## src/rtl/scpu_pkg.sv

```systemverilog
// ============================================================================
// Module      : scpu_pkg
// Description : Shared SCPU types and constants for the fetch stage.
// Revision    : 1.0 - initial release
// ============================================================================
`default_nettype none

package scpu_pkg;

  typedef enum logic [1:0] {
    S_REQ  = 2'd0,
    S_WAIT = 2'd1,
    S_EXEC = 2'd2
  } ifu_state_t;

  localparam logic [5:0] OP_RTYPE = 6'h00;
  localparam logic [5:0] OP_LW    = 6'h23;
  localparam logic [5:0] OP_SW    = 6'h2B;
  localparam logic [5:0] OP_BEQ   = 6'h04;
  localparam logic [5:0] OP_J     = 6'h02;
  localparam logic [5:0] OP_SLTI  = 6'h0A;

  localparam logic [31:0] NOP_WORD         = 32'h0000_0000;
  localparam logic [31:0] RESET_PC_DEFAULT = 32'h0000_0000;

endpackage

`default_nettype wire

```

## src/rtl/next_pc_calc.sv

```systemverilog
// ============================================================================
// Module      : next_pc_calc
// Description : Combinational next-PC select (jump > taken branch > pc+4).
// Revision    : 1.0 - initial release
// ============================================================================
`default_nettype none

module next_pc_calc (
  input  logic [31:0] i_pc_plus4,
  input  logic [25:0] i_inst_idx,
  input  logic        i_branch,
  input  logic        i_jump,
  input  logic        i_zero,
  output logic [31:0] o_next_pc
);

  logic [31:0] w_jump_tgt;
  logic [31:0] w_branch_tgt;

  assign w_jump_tgt   = {i_pc_plus4[31:28], i_inst_idx, 2'b00};
  // The branch immediate is the low half of the jump index field.
  assign w_branch_tgt = i_pc_plus4 + {{14{i_inst_idx[15]}}, i_inst_idx[15:0], 2'b00};

  always_comb begin
    o_next_pc = i_pc_plus4;
    if (i_jump) begin
      o_next_pc = w_jump_tgt;
    end else if (i_branch && i_zero) begin
      o_next_pc = w_branch_tgt;
    end
  end

endmodule

`default_nettype wire

```

## src/rtl/inst_fetch_unit.sv

```systemverilog
// ============================================================================
// Module      : inst_fetch_unit
// Description : SCPU fetch stage - PC/IR, imem handshake, next-PC, timeout flag.
//               Optional retire counter enabled by macro IFU_RETIRE_CNT_EN.
// Revision    : 1.0 - initial release
// ============================================================================
`default_nettype none

module inst_fetch_unit
  import scpu_pkg::*;
#(
  parameter logic [31:0] RESET_PC   = RESET_PC_DEFAULT,
  parameter int unsigned WAIT_LIMIT = 255
) (
  input  logic        clk,
  input  logic        rst_n,
  output logic [31:0] imem_addr,
  output logic        imem_req,
  input  logic [31:0] imem_rdata,
  input  logic        imem_ready,
  input  logic        branch,
  input  logic        jump,
  input  logic        zero,
  input  logic        cpu_stall,
  output logic [31:0] inst,
  output logic        inst_valid,
  output logic [5:0]  opcode,
  output logic [5:0]  fun,
  output logic [31:0] pc,
  output logic [31:0] pc_plus4,
  output logic        fetch_err,
  output logic [31:0] inst_count
);

  localparam logic [31:0] c_wait_limit = 32'(WAIT_LIMIT);

  ifu_state_t  r_state;
  ifu_state_t  w_state_nxt;
  logic [31:0] r_pc;
  logic [31:0] r_inst;
  logic [31:0] r_wait_cnt;
  logic        r_fetch_err;
  logic [31:0] w_pc_plus4;
  logic [31:0] w_next_pc;
  logic [31:0] w_cnt_inc;
  logic        w_capture;
  logic        w_retire;
  logic        w_wait_tick;
  logic        w_limit_hit;

  assign w_pc_plus4 = r_pc + 32'd4;

  next_pc_calc u_next_pc_calc (
    .i_pc_plus4 (w_pc_plus4),
    .i_inst_idx (r_inst[25:0]),
    .i_branch   (branch),
    .i_jump     (jump),
    .i_zero     (zero),
    .o_next_pc  (w_next_pc)
  );

  always_comb begin
    w_state_nxt = r_state;
    w_capture   = 1'b0;
    w_retire    = 1'b0;
    w_wait_tick = 1'b0;
    case (r_state)
      S_REQ: begin
        if (imem_ready) begin
          w_capture   = 1'b1;
          w_state_nxt = S_EXEC;
        end else begin
          w_state_nxt = S_WAIT;
        end
      end
      S_WAIT: begin
        if (imem_ready) begin
          w_capture   = 1'b1;
          w_state_nxt = S_EXEC;
        end else begin
          w_wait_tick = 1'b1;
        end
      end
      S_EXEC: begin
        if (!cpu_stall) begin
          w_retire    = 1'b1;
          w_state_nxt = S_REQ;
        end
      end
      default: w_state_nxt = S_REQ;
    endcase
  end

  assign w_cnt_inc   = (r_wait_cnt == '1) ? r_wait_cnt : r_wait_cnt + 32'd1;
  // Flag on the cycle the counter arrives at the limit, not one later.
  assign w_limit_hit = (c_wait_limit != 32'd0) && (w_cnt_inc >= c_wait_limit);

  always_ff @(posedge clk or negedge rst_n) begin
    if (!rst_n) begin
      r_state     <= S_REQ;
      r_pc        <= RESET_PC;
      r_inst      <= NOP_WORD;
      r_wait_cnt  <= '0;
      r_fetch_err <= 1'b0;
    end else begin
      r_state <= w_state_nxt;
      if (w_capture) begin
        r_inst     <= imem_rdata;
        r_wait_cnt <= '0;
      end else if (w_wait_tick) begin
        r_wait_cnt <= w_cnt_inc;
      end
      if (w_retire) begin
        r_pc <= w_next_pc;
      end
      if (w_wait_tick && w_limit_hit) begin
        r_fetch_err <= 1'b1;
      end
    end
  end

`ifdef IFU_RETIRE_CNT_EN
  logic [31:0] r_inst_count;

  always_ff @(posedge clk or negedge rst_n) begin
    if (!rst_n) begin
      r_inst_count <= '0;
    end else if (w_retire) begin
      r_inst_count <= r_inst_count + 32'd1;
    end
  end

  assign inst_count = r_inst_count;
`else
  assign inst_count = 32'h0;
`endif

  // Request is gated by rst_n so it drops the instant reset asserts.
  assign imem_req   = rst_n && (r_state != S_EXEC);
  assign imem_addr  = r_pc;
  assign inst_valid = (r_state == S_EXEC);
  assign inst       = r_inst;
  assign opcode     = r_inst[31:26];
  assign fun        = r_inst[5:0];
  assign pc         = r_pc;
  assign pc_plus4   = w_pc_plus4;
  assign fetch_err  = r_fetch_err;

endmodule

`default_nettype wire

```

## config.mk

```make
export PLATFORM = sky130hd
export DESIGN_NAME = inst_fetch_unit
export DESIGN_NICKNAME = d
export VERILOG_FILES = /design/src/rtl/scpu_pkg.sv /design/src/rtl/next_pc_calc.sv /design/src/rtl/inst_fetch_unit.sv
export SDC_FILE = /design/constraint.sdc
export NUM_CORES = 1
export LEC_CHECK = 0
export CAP_MARGIN = 20
export CORE_MARGIN = 5
export CORE_UTILIZATION = 45
export CTS_CLUSTER_DIAMETER = 120
export DETAILED_ROUTE_END_ITERATION = 16
export HOLD_SLACK_MARGIN = 0.03
export PLACE_DENSITY = 0.78
export SYNTH_ARGS = -nofsm -noshare
export SYNTH_HDL_FRONTEND = slang
export SYNTH_SLANG_ARGS = --single-unit
export TNS_END_PERCENT = 50
```

## constraint.sdc

```tcl
create_clock -name clk -period 3.6 [get_ports clk]
set_input_delay 0.72 -clock clk [delete_from_list [all_inputs] [get_ports clk]]
set_output_delay 0.72 -clock clk [all_outputs]
set_load 0.01 [all_outputs]
```

==> results of run 1 <==
-- repair_timing --
item,4_1_cts,5_1_grt
buffers inserted,2,5
pin swaps,2,13
resized for setup,2,43
endpoints found under the setup margin,5,22
hold buffers,0,0
-- sequential cells by signal (all words and copies together), names as in the netlist --
signal      cells
fetch_err       1
imem_addr      30
inst           32
r_state         2
r_wait_cnt     32
-- how the worst max path moves through the flow --
stage                         startpoint                        end  slack [ns]
6_report        imem_addr[2]$_DFFE_PN0P_  imem_addr[27]$_DFFE_PN0P_        0.11
5_1_grt        imem_addr[10]$_DFFE_PN0P_  imem_addr[27]$_DFFE_PN0P_       -0.12
4_1_cts         imem_addr[2]$_DFFE_PN0P_  imem_addr[27]$_DFFE_PN0P_       -0.02
3_5_place_dp    imem_addr[2]$_DFFE_PN0P_  imem_addr[27]$_DFFE_PN0P_      -0.004
3_3_place_gp    imem_addr[7]$_DFFE_PN0P_  imem_addr[24]$_DFFE_PN0P_        0.08
2_1_floorplan   imem_addr[5]$_DFFE_PN0P_  imem_addr[24]$_DFFE_PN0P_      -0.002
-- layer usage --
metal	track usage (%)	vias to the layer above	part of all wire, %	wire, µm
met5	0	-	0	0
met4	9.217	0	2.2	574
met3	3.428	41	7.9	2055
met2	38.49	389	47	12120
met1	33.49	4017	43	11250
li1	-	3911	-	-
-- final cells by class --
class / instances / area (µm²)
Fill cell: 1566 / 7262
Multi-Input combinational cell: 826 / 5142
Sequential cell: 97 / 2431
Timing Repair Buffer: 249 / 2312
Tap cell: 229 / 286.5
Clock buffer: 14 / 264.0
Inverter: 17 / 63.81
Clock inverter: 2 / 12.51
Antenna cell: 2 / 5.005
-- report_power, final --
group	internal (mW)	switching (mW)	leakage [nW]	total, mW
combinational	2.36	2.35	3.29	4.71
clock	0.507	0.437	0.133	0.944
sequential	1.32	0.347	1.25	1.67
total	4.19	3.13	4.67	7.32
-- worst max-delay path, cell delays in order, from the launching register on --
cell,delay [ns]
dfrtp_2,0.42
ha_4,0.15
nand4_1,0.21
nor3_4,0.29
buf_6,0.14
buf_6,0.10
nand3_1,0.11
xnor2_2,0.17
ha_1,0.31
a21oi_2,0.15
o21ai_1,0.10
a221o_1,0.34
a21o_1,0.18
a31o_2,0.23
a211oi_2,0.22
nor3_1,0.06
o21a_1,0.19
-- kinds of logic after synthesis --
kind of cell	count (synthesis)
other cells	1
xor+xnor	56
flops	97
simple gates	412
buf+inv	152
compound gates	274
fa+ha+maj	38
mux	8
-- per-stage QoR --
stage          setup slack, ns  std cells  hold slack [ns]
3_3_place_gp           0.08228       1411           0.4841
2_1_floorplan        -0.002450       1075           0.4244
6_report                0.1074       1436           0.4208
4_1_cts               -0.01993       1429           0.4447
3_5_place_dp         -0.003554       1411           0.4914
5_1_grt                -0.1155       1436           0.4733
-- cell usage in the layout, fill, tap and decap left out, drive strengths merged, types with 11 or more instances in the layout --
cell type	netlist	layout
nor2	48	48
conb	1	38
dfrtp	97	97
clkdlybuf4s50	0	174
nand4	23	23
nor3	24	24
nand3	49	49
o21ai	96	96
a31oi	18	18
nor4	11	11
nand2	194	194
a21o	18	18
xnor2	37	37
inv	17	17
a211oi	16	16
xor2	19	19
buf	89	75
ha	37	37
o31ai	15	15
clkbuf	46	14
a21oi	52	52
and3	30	30
==> impl_metrics.toml, run 1 <==
[sta]
hold_viol_final = 0
fin_skew_ns = 0.009367
rsz0062_at_grt = "yes"
post-route-min-period_ns = 3.493
setup_viol = 0
finalCritPeriodShare_pct = 97.02
fmax_ghz = 0.2863
slew_headroom_pct = 26.08
fin_tns_setup_ns = 0
worst_pin_slew_ns = 1.109
slew_viol_final = 0

[detailed_routing]
ant_nets = 0
wl_um = 26000
drc = 0
first_iter_violations = 773
wire_per_inst_um = 18.11
dr_total_vias = 8358
viasPerCell = 5.820
drt_pass1_iterations = 6

[global_routing]
antenna_found_initial = 2
first_global_vias = 7583
grt.total_usage_pct = 24.20
grt_pass1_wl_um = 40400
grt-ovfl-total = 0
grt_max_degree = 62

[worst_setup_path]
ff2ff_setup_slack_ns = 0.11
r2r-end = "imem_addr[27]$_DFFE_PN0P_"
crit_type = "reg2reg"
cp-end-kind = "register"
worstPathRequired_ns = 3.85
cp_max_fo = 5
reg2regPathDepth = 16
crit_arrival_ns = 3.74
rr_startpoint = "imem_addr[2]$_DFFE_PN0P_"
startpoint_type = "register"

[yosys]
syn_avg_cell_area_um2 = 7.762
yosys.area.top_type = "dfrtp_1"
synthSimpleGateAreaFrac_pct = 24.13
synth_cell_types = 66
synthXorXnorAreaFrac_pct = 6.088
synth_top_family_by_area = "simple AND/OR/NAND/NOR gates"
ys_seq_area_share_pct = 30.13
syn_area_um2 = 8056
ys.flop_type = "dfrtp_1"
synth_top_area_share_pct = 30.13
synthCells = 1038
synthArstFlopShare_pct = 100.0
yosys_warnings = 0
synth_compound_area_share_pct = 21.40
synth_common_cells = "nand2_1, dfrtp_1, o21ai_0"
synth_fa_ha_area_share_pct = 5.995
synth_area_leaders = "dfrtp_1, nand2_1, buf_4"
synth-edff-count = 0
synth_seq_cells = 97
yosysMostFrequentCell = "nand2_1"
synth_mux_area_share_pct = 1.041

[die]
die_area_um2 = 20680
fp-row-count = 49
dieWidth_um = 143.8
boundaryPins = 214
initial_core_util_pct = 45.31
design.core.area_um2 = 17780
die_h_um = 143.8

[placed_design]
io_buffers = 175
dp.final_hpwl_um = 19310
place_congestion = 0.9783
dpl_cell_area_um2 = 9952

[run]
drv_cap = 0

[finish]
drive_gt1_share_pct = 12.28
final_area_um2 = 10520
layout.nets = 1277
syn_to_final_growth_pct = 30.55
post-route-util_pct = 59.16

[clock_tree]
ctsLongestPathBuffers = 2
cts_tree = "yes"
htree_levels = 3
clk_latency_ns = 0.36
cts_made_buffers = 9
root_buffer = "clkbuf_16"
cts_sinks = 97
cts.clk_slew.worst_paths_ns = 0.07

[power_and_ir_drop]
p_per_area_nw_per_um2 = 696.3
power_mw = 7.324
p_leak_nw = 4.670
worst_ir_drop_vdd_mv = 0.4040

[outcome]
status = "complete, no violations"

[worst_hold_path]
hold_class = "in2async"
Power figures use the tool's default switching activity.
==> run 2: changes to the inputs <==
SYNTH_HIERARCHICAL = 1   (was default)
==> run 2 against run 1 <==
Flip-flop and latch count increased by 2. The flow now finishes with violations (setup timing). Cell count down 6.8%. Via count shrank 8.0%. Critical path type unchanged. Synthesized cell count fell by 11%. Clock skew down 0.00051 ns. Register-to-register slack worse by 0.14 ns. Combinational power grew 22%. Critical path depth shrank 2. Sequential share of layout area hardly changed.
==> impl_metrics.toml, run 2 <==
[outcome]
status = "complete, but fails checks"
violations = "setup timing"

[sta]
setup_viol = 1
layout_setup_ws_ns = -0.03096
whs_ns = 0.4762
fin_skew_ns = 0.008852
hold_viol_final = 0
slew_viol_final = 0
worst_pin_slew_ns = 1.015
post-route-min-period_ns = 3.631
fin_tns_setup_ns = -0.03096
fmax_ghz = 0.2754
finalCritPeriodShare_pct = 100.9
slew_headroom_pct = 32.07
rsz0062_at_grt = "yes"

[yosys]
ys.flop_type = "dfrtp_1"
synth_top_area_share_pct = 30.38
synthXorXnorAreaFrac_pct = 6.874
synth-edff-count = 0
syn_avg_cell_area_um2 = 8.787
yosys.area.top_type = "dfrtp_1"
yosysMostFrequentCell = "dfrtp_1"
synth_fa_ha_area_share_pct = 5.002
synth_cell_types = 75
yosys_warnings = 6
synth_compound_area_share_pct = 18.87
synthArstFlopShare_pct = 100.0
synth_mux_area_share_pct = 10.20
syn_area_um2 = 8154
synth_common_cells = "dfrtp_1, nand2_1, buf_4"
synthSimpleGateAreaFrac_pct = 17.75
synthCells = 928
synth_top_family_by_area = "compound AO/OA/AOI/OAI gates"
synth_area_leaders = "dfrtp_1, mux2_2, buf_4"
synth_seq_cells = 99
ys_seq_area_share_pct = 30.38

[die]
boundaryPins = 214
die_area_um2 = 20910
initial_core_util_pct = 45.55
die_h_um = 144.6
design.core.area_um2 = 17900
fp-row-count = 49
dieWidth_um = 144.6

[detailed_routing]
first_iter_violations = 753
ant_nets = 0
viasPerCell = 5.749
drt_pass1_iterations = 5
wl_um = 23830
wire_per_inst_um = 17.81
dr_total_vias = 7692
drc = 0

[placed_design]
place_congestion = 0.9424
preCtsSetupSlack_ns = -0.02502
io_buffers = 181
dpl_cell_area_um2 = 10180
dp_cells = 1317
dp.final_hpwl_um = 18000

[worst_setup_path]
max_stage_delay_ns = 0.49
worstPathRequired_ns = 3.84
cp_num_buf_inv = 1
cp_max_fo = 5
startpoint_type = "register"
crit_arrival_ns = 3.87
cp_cell_sequence = "ha_2, nand3_2, nor2_4, buf_4, nand4_1, xnor2_2, ha_2, nand2_1, o31a_1, o41ai_4, a41oi_2, xor2_1, o221ai_2, mux2_2"
crit_type = "reg2reg"
crit_family = "compound AO/OA/AOI/OAI gates"
critPathSlowestCell = "o41ai_4"
critPathMostFrequentCell = "ha_2"
cp-end-kind = "register"

[clock_tree]
htree_levels = 3
cts_sinks = 99
root_buffer = "clkbuf_16"
ctsLongestPathBuffers = 2
cts_tree = "yes"
cts.clk_slew.worst_paths_ns = 0.07
cts_made_buffers = 9
hold_buffers = 0
clk_latency_ns = 0.36

[finish]
drive_gt1_share_pct = 22.18
stdcell_count = 1338
final_area_um2 = 10770
diodes = 0
layout.nets = 1175
seq_area_um2 = 2489
fillers = 1528
final_cell_mix = "clkdlybuf4s50_1, dfrtp_1, nand2_1"
syn_to_final_growth_pct = 32.04
multiInputGateArea_um2 = 5190
layout_commonest_cell = "clkdlybuf4s50_1"

[global_routing]
grt.total_usage_pct = 22.27
grt-ovfl-total = 0
first_global_vias = 7272
antenna_found_initial = 0
grt_pass1_wl_um = 37810
grt_max_degree = 52

[power_and_ir_drop]
p_leak_nw = 4.676
p_per_area_nw_per_um2 = 796.4
worst_ir_drop_vdd_mv = 0.5421

[run]
drv_cap = 0

[worst_hold_path]
hold_class = "in2async"
-- run 2: path summary, 6_finish.rpt --
check	startpoint	endpoint	slack (ns)	cells past startpoint
max in group asynchronous	rst_n	imem_addr[30]$_DFFE_PN0P_	2.01	3
min reg2reg	r_wait_cnt[31]$_DFFE_PN0P_	r_wait_cnt[31]$_DFFE_PN0P_	0.53	1
max	imem_addr[2]$_DFFE_PN0P_	imem_addr[25]$_DFFE_PN0P_	-0.03	14
min in group clk	r_wait_cnt[31]$_DFFE_PN0P_	r_wait_cnt[31]$_DFFE_PN0P_	0.53	1
max reg2reg	imem_addr[2]$_DFFE_PN0P_	imem_addr[25]$_DFFE_PN0P_	-0.03	14
min	rst_n	inst[2]$_DFFE_PN0P_	0.48	2
-- run 2: cells by family (layout without fill, tap and decap cells) --
family / Yosys count / after routing
DFF: 99 / 99
buffers and inverters: 140 / 290
xor gates and xnor gates: 64 / 64
adders and majority gates: 32 / 32
other: 1 / 32
AOI/OAI and AO/OA: 240 / 240
and+or+nand+nor: 277 / 277
muxes: 75 / 75
-- run 2: metrics by stage --
step	power, mW	util, %
global placement	7.080	56.86
global route	9.138	60.14
finish	8.574	60.14
floorplan	4.944	-
CTS	8.329	58.95
detailed placement	7.177	56.86
-- run 2: layout make-up --
cell class / instances / share of cell area, %
flip-flops and latches: 99 / 23.11
repair buffers: 263 / 22.58
inverters: 11 / 0.3835
clock buffers: 12 / 2.382
well taps: 229 / 2.661
multi-input cells: 720 / 48.20
clock inverters: 4 / 0.6740
-- run 2: what timing repair did --
action | CTS | global route
gates resized for setup | 7 | 36
pin swaps | 1 | 23
setup buffers | 0 | 5
hold endpoints to repair | 0 | 0
endpoints found under the setup margin | 7 | 23
-- run 2: metal layers --
metal	vias to the layer above	track usage, %	share of wire (%)
li1	3618	-	-
met1	3755	29.29	43
met2	287	38.23	49
met3	32	3.935	6.9
met4	0	5.253	1.5
met5	-	0	0
-- run 2: where the power goes --
part,internal [mW],switching (mW)
Sequential,1.37,0.347
Clock,0.647,0.448
Combinational,3.02,2.75
==> run 3: changes to the inputs <==
TNS_END_PERCENT = 30   (was 50)
==> run 3 against run 2 <==
The flow still finishes with violations (setup timing). Largest power group unchanged. Non-clock buffer count is the same. Clock skew is essentially flat. Power grew 0.12%. Register-to-register slack gained 0.05 ns. Via count grew 0.91%. Clock-buffer cell count grew 1. Global-route usage shrank 0.10 points. Critical endpoint is now pc_plus4[30]. Die area is the same. Combinational power grew 2%. Cell count is the same. Flip-flop and latch count is the same.
==> impl_metrics.toml, run 3 (same netlist as run 2, synthesis figures left out) <==
[finish]
layout.nets = 1175
stdcell_count = 1338
fillers = 1504
drive_gt1_share_pct = 22.90
seq_area_um2 = 2489
diodes = 0
layout_commonest_cell = "clkdlybuf4s50_1"
multiInputGateArea_um2 = 5278
syn_to_final_growth_pct = 32.61
final_cell_mix = "clkdlybuf4s50_1, dfrtp_1, nand2_1"
final_area_um2 = 10810

[placed_design]
dp.final_hpwl_um = 17910
place_congestion = 0.9411
dp_cells = 1318
io_buffers = 181
dpl_cell_area_um2 = 10190

[worst_setup_path]
cp_max_fo = 5
worstPathRequired_ns = 2.88
max_stage_delay_ns = 0.54
crit_arrival_ns = 2.92
cp_cell_sequence = "ha_2, nand3_2, nor2_4, and4_4, and4_1, buf_6, nand3_1, xnor2_2, buf_4, clkdlybuf4s50_1"
critPathSlowestCell = "clkdlybuf4s50_1"
cp-end-kind = "output port"
crit_family = "simple AND/OR/NAND/NOR gates"
startpoint_type = "register"
cp_num_buf_inv = 3
crit_type = "reg2out"

[clock_tree]
cts_tree = "yes"
ctsLongestPathBuffers = 2
cts.clk_slew.worst_paths_ns = 0.07
cts_sinks = 99
root_buffer = "clkbuf_16"
htree_levels = 3
clk_latency_ns = 0.36
cts_made_buffers = 9

[global_routing]
grt.total_usage_pct = 22.16
grt_max_degree = 54
first_global_vias = 7308
antenna_found_initial = 0
grt_pass1_wl_um = 37610
grt-ovfl-total = 0

[sta]
fin_skew_ns = 0.008373
worst_pin_slew_ns = 0.9725
finalCritPeriodShare_pct = 101.2
fin_tns_setup_ns = -0.04315
rsz0062_at_grt = "yes"
layout_setup_ws_ns = -0.04315
fmax_ghz = 0.2745
slew_headroom_pct = 34.92
slew_viol_final = 0
post-route-min-period_ns = 3.643
hold_viol_final = 0
whs_ns = 0.4757
setup_viol = 1

[detailed_routing]
ant_nets = 0
dr_total_vias = 7762
wl_um = 24150
wire_per_inst_um = 18.05
drc = 0
first_iter_violations = 739
drt_pass1_iterations = 5
viasPerCell = 5.801

[power_and_ir_drop]
p_per_area_nw_per_um2 = 793.9
p_leak_nw = 4.627
worst_ir_drop_vdd_mv = 0.4841
power_mw = 8.585

[die]
boundaryPins = 214
fp-row-count = 49
die_area_um2 = 20910
dieWidth_um = 144.6
design.core.area_um2 = 17900
initial_core_util_pct = 45.55
die_h_um = 144.6

[outcome]
status = "complete, but fails checks"
violations = "setup timing"

[worst_hold_path]
hold_class = "in2async"

[run]
drv_cap = 0
run 3: changes by cell type in the layout (fill, tap and decap cells not counted), sizes merged:
cell / change
bufinv: -2
clkbuf: +1
clkdlybuf4s50: +5
clkinv: -1
clkinvlp: +2
dlygate4sd2: -1
dlymetal6s2s: -4
run 3: repair_timing:
action / CTS / global route
setup endpoints to repair: 8 / 21
resized for setup: 6 / 44
setup buffers: 1 / 3
pin swaps: 3 / 14
hold buffers: 0 / 0
run 3: through the flow:
stage | util [%] | worst slack, ns
4_1_cts | 58.76 | 0.004571
6_report | 60.40 | -0.04315
3_3_place_gp | 56.91 | 0.07036
2_1_floorplan | - | -0.08931
3_5_place_dp | 56.91 | -0.04605
5_1_grt | 60.40 | -0.1814
run 3: layer usage:
metal  vias up  track usage [%]  wire length (µm)
li1       3620                -                 -
met1      3803            28.56             10130
met2       306            38.02             12040
met3        33            4.233              1608
met4         0            6.235               368
met5         -                0                 0
run 3: final timing paths:
| kind | start | endpoint | slack (ns) | cells after the start |
|---|---|---|---|---|
| setup / recovery | imem_addr[2]$_DFFE_PN0P_ | pc_plus4[30] | -0.04 | 10 |
| hold / removal | rst_n | inst[2]$_DFFE_PN0P_ | 0.48 | 2 |
| setup reg to reg | imem_addr[2]$_DFFE_PN0P_ | imem_addr[28]$_DFFE_PN0P_ | 0.02 | 18 |
| hold reg to reg | r_wait_cnt[31]$_DFFE_PN0P_ | r_wait_cnt[31]$_DFFE_PN0P_ | 0.53 | 1 |
| max in group asynchronous | rst_n | imem_addr[28]$_DFFE_PN0P_ | 1.99 | 3 |
| min in group clk | r_wait_cnt[31]$_DFFE_PN0P_ | r_wait_cnt[31]$_DFFE_PN0P_ | 0.53 | 1 |
run 3: power breakdown:
| part | internal, mW | switching (mW) | leakage [nW] | total (mW) |
|---|---|---|---|---|
| Sequential | 1.37 | 0.361 | 1.25 | 1.73 |
| Combinational | 3.08 | 2.79 | 3.25 | 5.88 |
| Clock | 0.527 | 0.447 | 0.134 | 0.974 |
run 3: layout make-up:
class                      instances  share of cell area [%]
timing repair buffer             263                   22.44
clock inverter                     3                  0.2083
sequential                        99                   23.02
tap                              229                   2.650
clock buffer                      13                   2.499
inverter                          11                  0.3819
multi-input combinational        720                   48.81
